### config.mk
export PLATFORM = sky130hd
export DESIGN_NAME = fir8_rx
export DESIGN_NICKNAME = d
export VERILOG_FILES = /design/src/rtl/fir8_rx.sv
export SDC_FILE = /design/constraint.sdc
export NUM_CORES = 1
export LEC_CHECK = 0
export CAP_MARGIN = 5
export CORE_ASPECT_RATIO = 1.75
export CORE_MARGIN = 4
export CORE_UTILIZATION = 56
export CTS_CLUSTER_SIZE = 28
export DETAILED_ROUTE_END_ITERATION = 8
export PLACE_DENSITY = 0.78
export SLEW_MARGIN = 20
export SYNTH_ARGS = -nofsm -noshare
export SYNTH_HDL_FRONTEND = slang
export SYNTH_SLANG_ARGS = --single-unit
### constraint.sdc
create_clock -name clk -period 2.9 [get_ports clk]
set_input_delay 0.58 -clock clk [delete_from_list [all_inputs] [get_ports clk]]
set_output_delay 0.58 -clock clk [all_outputs]
set_load 0.03 [all_outputs]
### src/rtl/fir8_rx.sv
// fir8_rx: receive end of the 8-tap FIR PE chain.
// Tags genuine outputs, buffers them and streams bytes MSB first.
module fir8_rx #(
    parameter int LATENCY = 8,
    parameter int DEPTH   = 4
) (
    input  logic                     clk,
    input  logic                     reset,
    input  logic                     x_valid,
    input  logic [15:0]              Yin,
    output logic [7:0]               tx_data,
    output logic                     tx_valid,
    input  logic                     tx_ready,
    output logic [$clog2(DEPTH):0]   fifo_level,
    output logic                     overflow,
    output logic [7:0]               drop_cnt
);

    localparam int AW = $clog2(DEPTH);
    localparam int LW = AW + 1;
    localparam logic [LW-1:0] FULL_LVL = LW'(DEPTH);

    typedef enum logic [1:0] {
        IDLE = 2'd0,
        HI   = 2'd1,
        LO   = 2'd2
    } state_t;

    logic [LATENCY-1:0] vpipe;
    logic               y_valid;
    logic [15:0]        mem [DEPTH];
    logic [AW-1:0]      wr_ptr;
    logic [AW-1:0]      rd_ptr;
    logic               full;
    logic               empty;
    logic               wr_en;
    logic               drop;
    logic               pop;
    logic [15:0]        rd_word;
    logic [15:0]        sh;
    logic [15:0]        sh_n;
    logic               txv_n;
    logic [7:0]         txd_n;
    state_t             state;
    state_t             state_n;

    assign y_valid = vpipe[LATENCY-1];
    assign full    = (fifo_level == FULL_LVL);
    assign empty   = (fifo_level == '0);
    assign wr_en   = y_valid && !full;
    assign drop    = y_valid && full;
    assign rd_word = mem[rd_ptr];

    // delay the sample valid to line up with the matching filter output
    always_ff @(posedge clk) begin
        if (reset) begin
            vpipe <= '0;
        end else begin
            vpipe[0] <= x_valid;
            for (int k = 1; k < LATENCY; k++) begin
                vpipe[k] <= vpipe[k-1];
            end
        end
    end

    // result storage; stale contents are harmless once pointers reset
    always_ff @(posedge clk) begin
        if (wr_en) begin
            mem[wr_ptr] <= Yin;
        end
    end

    // fifo pointers and occupancy
    always_ff @(posedge clk) begin
        if (reset) begin
            wr_ptr     <= '0;
            rd_ptr     <= '0;
            fifo_level <= '0;
        end else begin
            if (wr_en) begin
                wr_ptr <= wr_ptr + 1'b1;
            end
            if (pop) begin
                rd_ptr <= rd_ptr + 1'b1;
            end
            if (wr_en && !pop) begin
                fifo_level <= fifo_level + 1'b1;
            end else if (!wr_en && pop) begin
                fifo_level <= fifo_level - 1'b1;
            end
        end
    end

    // sticky overflow flag and saturating drop counter
    always_ff @(posedge clk) begin
        if (reset) begin
            overflow <= 1'b0;
            drop_cnt <= '0;
        end else if (drop) begin
            overflow <= 1'b1;
            if (drop_cnt != 8'hFF) begin
                drop_cnt <= drop_cnt + 1'b1;
            end
        end
    end

    // serializer state, holding word and registered byte outputs
    always_ff @(posedge clk) begin
        if (reset) begin
            state    <= IDLE;
            sh       <= '0;
            tx_valid <= 1'b0;
            tx_data  <= '0;
        end else begin
            state    <= state_n;
            sh       <= sh_n;
            tx_valid <= txv_n;
            tx_data  <= txd_n;
        end
    end

    // next state: pop straight into HI so the MSB follows the LSB gaplessly
    always_comb begin
        state_n = state;
        sh_n    = sh;
        txv_n   = tx_valid;
        txd_n   = tx_data;
        pop     = 1'b0;
        unique case (state)
            IDLE: begin
                txv_n = 1'b0;
                if (!empty) begin
                    pop     = 1'b1;
                    sh_n    = rd_word;
                    state_n = HI;
                    txv_n   = 1'b1;
                    txd_n   = rd_word[15:8];
                end
            end
            HI: begin
                txv_n = 1'b1;
                if (tx_ready) begin
                    state_n = LO;
                    txd_n   = sh[7:0];
                end else begin
                    txd_n   = sh[15:8];
                end
            end
            LO: begin
                txv_n = 1'b1;
                if (tx_ready) begin
                    if (!empty) begin
                        pop     = 1'b1;
                        sh_n    = rd_word;
                        state_n = HI;
                        txd_n   = rd_word[15:8];
                    end else begin
                        state_n = IDLE;
                        txv_n   = 1'b0;
                    end
                end
            end
            default: begin
                state_n = IDLE;
                txv_n   = 1'b0;
            end
        endcase
    end

endmodule

==> reports/qor.yml <==
setup_path:
  r2r_cells: 9
  startpoint_type: "flop"
  max_stage_delay_ns: 0.48
  critPathBufInv: 2
  worstSetupStartpoint: "fifo_level[0]"
  critPathTopFamily: "adder cells"
  critical_path.slowest_cell: "dfxtp_1"
  required_ns: 3.22
  crit_chain: "nor2_1 -> a21boi_1 -> buf_4 -> ha_1 -> inv_1 -> fa_1 -> xor2_1 -> or3_1 -> a21oi_1"
  crit_path_end: "fifo_level[2]"
  critPathCaptureType: "flop"
  crit_fanout: 7
  critPathKind: "flop to flop"
  reg2reg_from: "fifo_level[0]"
  arrival_ns: 2.64
  path_depth: 9
  rrSetupSlack_ns: 0.59
  reg2reg_to: "fifo_level[2]"
global_routing:
  grt_pass1_vias: 2647
  grt_pass1_wl_um: 12800
  grtUsageMet3_pct: 6.10
  grt_antenna_before_repair: 0
  top_usage_layer: "met2"
  use_met1_pct: 19.8
  grt-ovfl-total: 0
  grt_usage_pct: 18.6
  grt_max_degree: 40
  gr-usage-met2_pct: 32.1
status:
  status: "finished clean"
clocking:
  cts_tree: "yes"
  cts_resized: 0
  clock_sinks: 117
  htree_levels: 4
  cts.clk_slew.worst_paths_ns: 0.05
  ctsHoldBuffers: 0
  cts-root-buf: "clkbuf_16"
  clock_path_buffers: 2
  cts_setup_buffers: 0
  numCtsBuffers: 17
  clk_latency_ns: 0.40
floorplan:
  rows: 42
  die_area_um2: 9450
  coreArea_um2: 7620
  ioPinCount: 41
  start_util_pct: 58.1
  die_h_um: 126
  die_x_um: 75.2
place:
  io_buffers: 40
  gp_congestion: 0.745
  place_area_um2: 4950
  hpwl_um: 5000
  post-place-ws_ns: 0.271
power_and_ir_drop:
  ir_drop_uv: 682
  clock_power_share_pct: 37.5
  leakagePower_nw: 1.96
  p_per_area_nw_per_um2: 971
  p_int_w: 0.00385
  switching_share_pct: 28.3
  switchingPower_w: 0.00152
  seqPwrFrac_pct: 39.0
  pwr-share-comb_pct: 23.5
  power_w: 0.00537
drt:
  post_drt_wl_per_cell_um: 16.9
  drt-vias-per-instance: 5.65
  dr.pass1.iters: 4
  ant_nets: 0
  via_count: 2652
  wirelength_um: 7920
  drt_iter0_drc: 219
  drc_errors: 0
timing:
  min_period_over_period_pct: 79.8
  tightest_slew_ns: 0.816
  worst_hold_slack_ns: 0.434
  skew_ns: 0.00568
  fmax_mhz: 432
  min_period_ns: 2.31
  worst_slack_ns: 0.586
  hold_viol: 0
  slew_violations: 0
  relSlewSlack_pct: 45.5
  rsz0062_at_grt: "false"
  setup_viol_count_final: 0
  tns_ns: 0
min_path:
  min_path_type: "flop to flop"
logic_synthesis:
  ys_types: 39
  synth_edf_count: 64
  syn-mean-instance-area_um2: 14.1
  synth_top_area_share_pct: 43.4
  synthXorXnorAreaFrac_pct: 1.98
  syn_nets: 340
  synth_compound_area_share_pct: 6.08
  muxShareOfSynthArea_pct: 10.9
  yosys.area_share.adder_pct: 2.15
  synth-simple-area-share_pct: 9.56
  yosys_warnings: 0
  synth_area_leaders: "edfxtp_1 43%, dfxtp_1 24%, mux4_2 8.1%"
  synth_cells: 313
  synth_top_family_by_area: "multiplexers"
  synth-async-reset-ratio_pct: 0
  yosysSeqAreaShare_pct: 67.4
  ys_ff_latch: 117
  mappedNetlistArea_um2: 4430
  yosysTopAreaCell: "edfxtp_1"
  ys.flop_type: "edfxtp_1"
finish:
  fin_area_um2: 5530
  final_nets: 395
  antenna_cells: 0
  syn2layout_area_growth_pct: 25.0
  drive_gt1_share_pct: 16.3
flow_run:
  cap_violations: 0
## cell usage after synthesis, drive strengths merged, types with 2 or more instances
master,number
clkbuf,8
edfxtp,64
a211oi,8
mux2i,11
or3,2
o21ai,3
and2,5
xor2,7
o211ai,2
nor2b,11
dfxtp,53
inv,5
o22ai,8
nand2,34
buf,7
ha,6
nand2b,3
a21oi,21
mux4,16
nor3,3
xnor2,3
nor2,21
## layout by cell type, fill, tap and decap left out, drive strengths merged, types with 11 or more instances in the layout
cell type,n
nor2b,11
buf,12
dfxtp,53
edfxtp,64
clkdlybuf4s50,39
mux4,16
nor2,21
mux2i,11
nand2,34
a21oi,21
clkbuf,23
## power by group through the flow
stage	registers [W]	logic (W)	clock network, W
floorplan	0.00220	0.000796	0
global placement	0.00212	0.00122	0
detailed placement	0.00212	0.00125	0
CTS	0.00209	0.00128	0.00204
global route	0.00211	0.00139	0.00213
finish	0.00209	0.00126	0.00202
## flip-flops by register name, indices dropped and copies added (netlist names), 2 cells and up, named ones only
| signal | flops |
|---|---|
| vpipe | 8 |
| rd_ptr | 2 |
| fifo_level | 3 |
| sh | 16 |
| wr_ptr | 2 |
| state | 2 |
| drop_cnt | 8 |
| tx_data | 8 |
| mem | 64 |
## logic make-up (layout without fill, tap and decap cells)
group / Yosys count / count (layout)
compound gates: 45 / 45
xor+xnor: 10 / 10
fa+ha+maj: 7 / 7
buf+inv: 20 / 88
flops: 117 / 117
mux: 28 / 28
simple gates: 86 / 86
## worst min-delay path by stage
stage / startpoint / to / slack, ns / depth (start not counted)
finish: vpipe[6] / vpipe[7] / 0.43 / 1
global route: vpipe[6] / vpipe[7] / 0.45 / 1
CTS: vpipe[6] / vpipe[7] / 0.44 / 1
detailed placement: vpipe[6] / vpipe[7] / 0.43 / 1
global placement: vpipe[6] / vpipe[7] / 0.42 / 1
floorplan: vpipe[0] / vpipe[1] / 0.41 / 1
## metrics by stage
| stage | std cells | util [%] |
|---|---|---|
| after floorplan | 313 | - |
| after global placement | 437 | 64.9 |
| after detailed placement | 437 | 64.9 |
| after CTS | 469 | 72.6 |
| after global routing | 469 | 72.6 |
| final | 469 | 72.6 |
## metal layers
layer	share of wire (%)	wire, µm	vias up
met1	39	3050	1319
met3	3.9	311	15
met2	55	4380	56
met4	2.2	176	0
met5	0	0	-
li1	-	-	1262
## area by class of cell
class                   count  area, µm²
well taps                  88        110
repair buffers             51        478
fillers                   514       2090
clock buffers              23        489
clock inverters             9       98.8
flip-flops and latches    117       2980
multi-input cells         176       1360
inverters                   5       18.8
(Power assumes the default switching activity.)
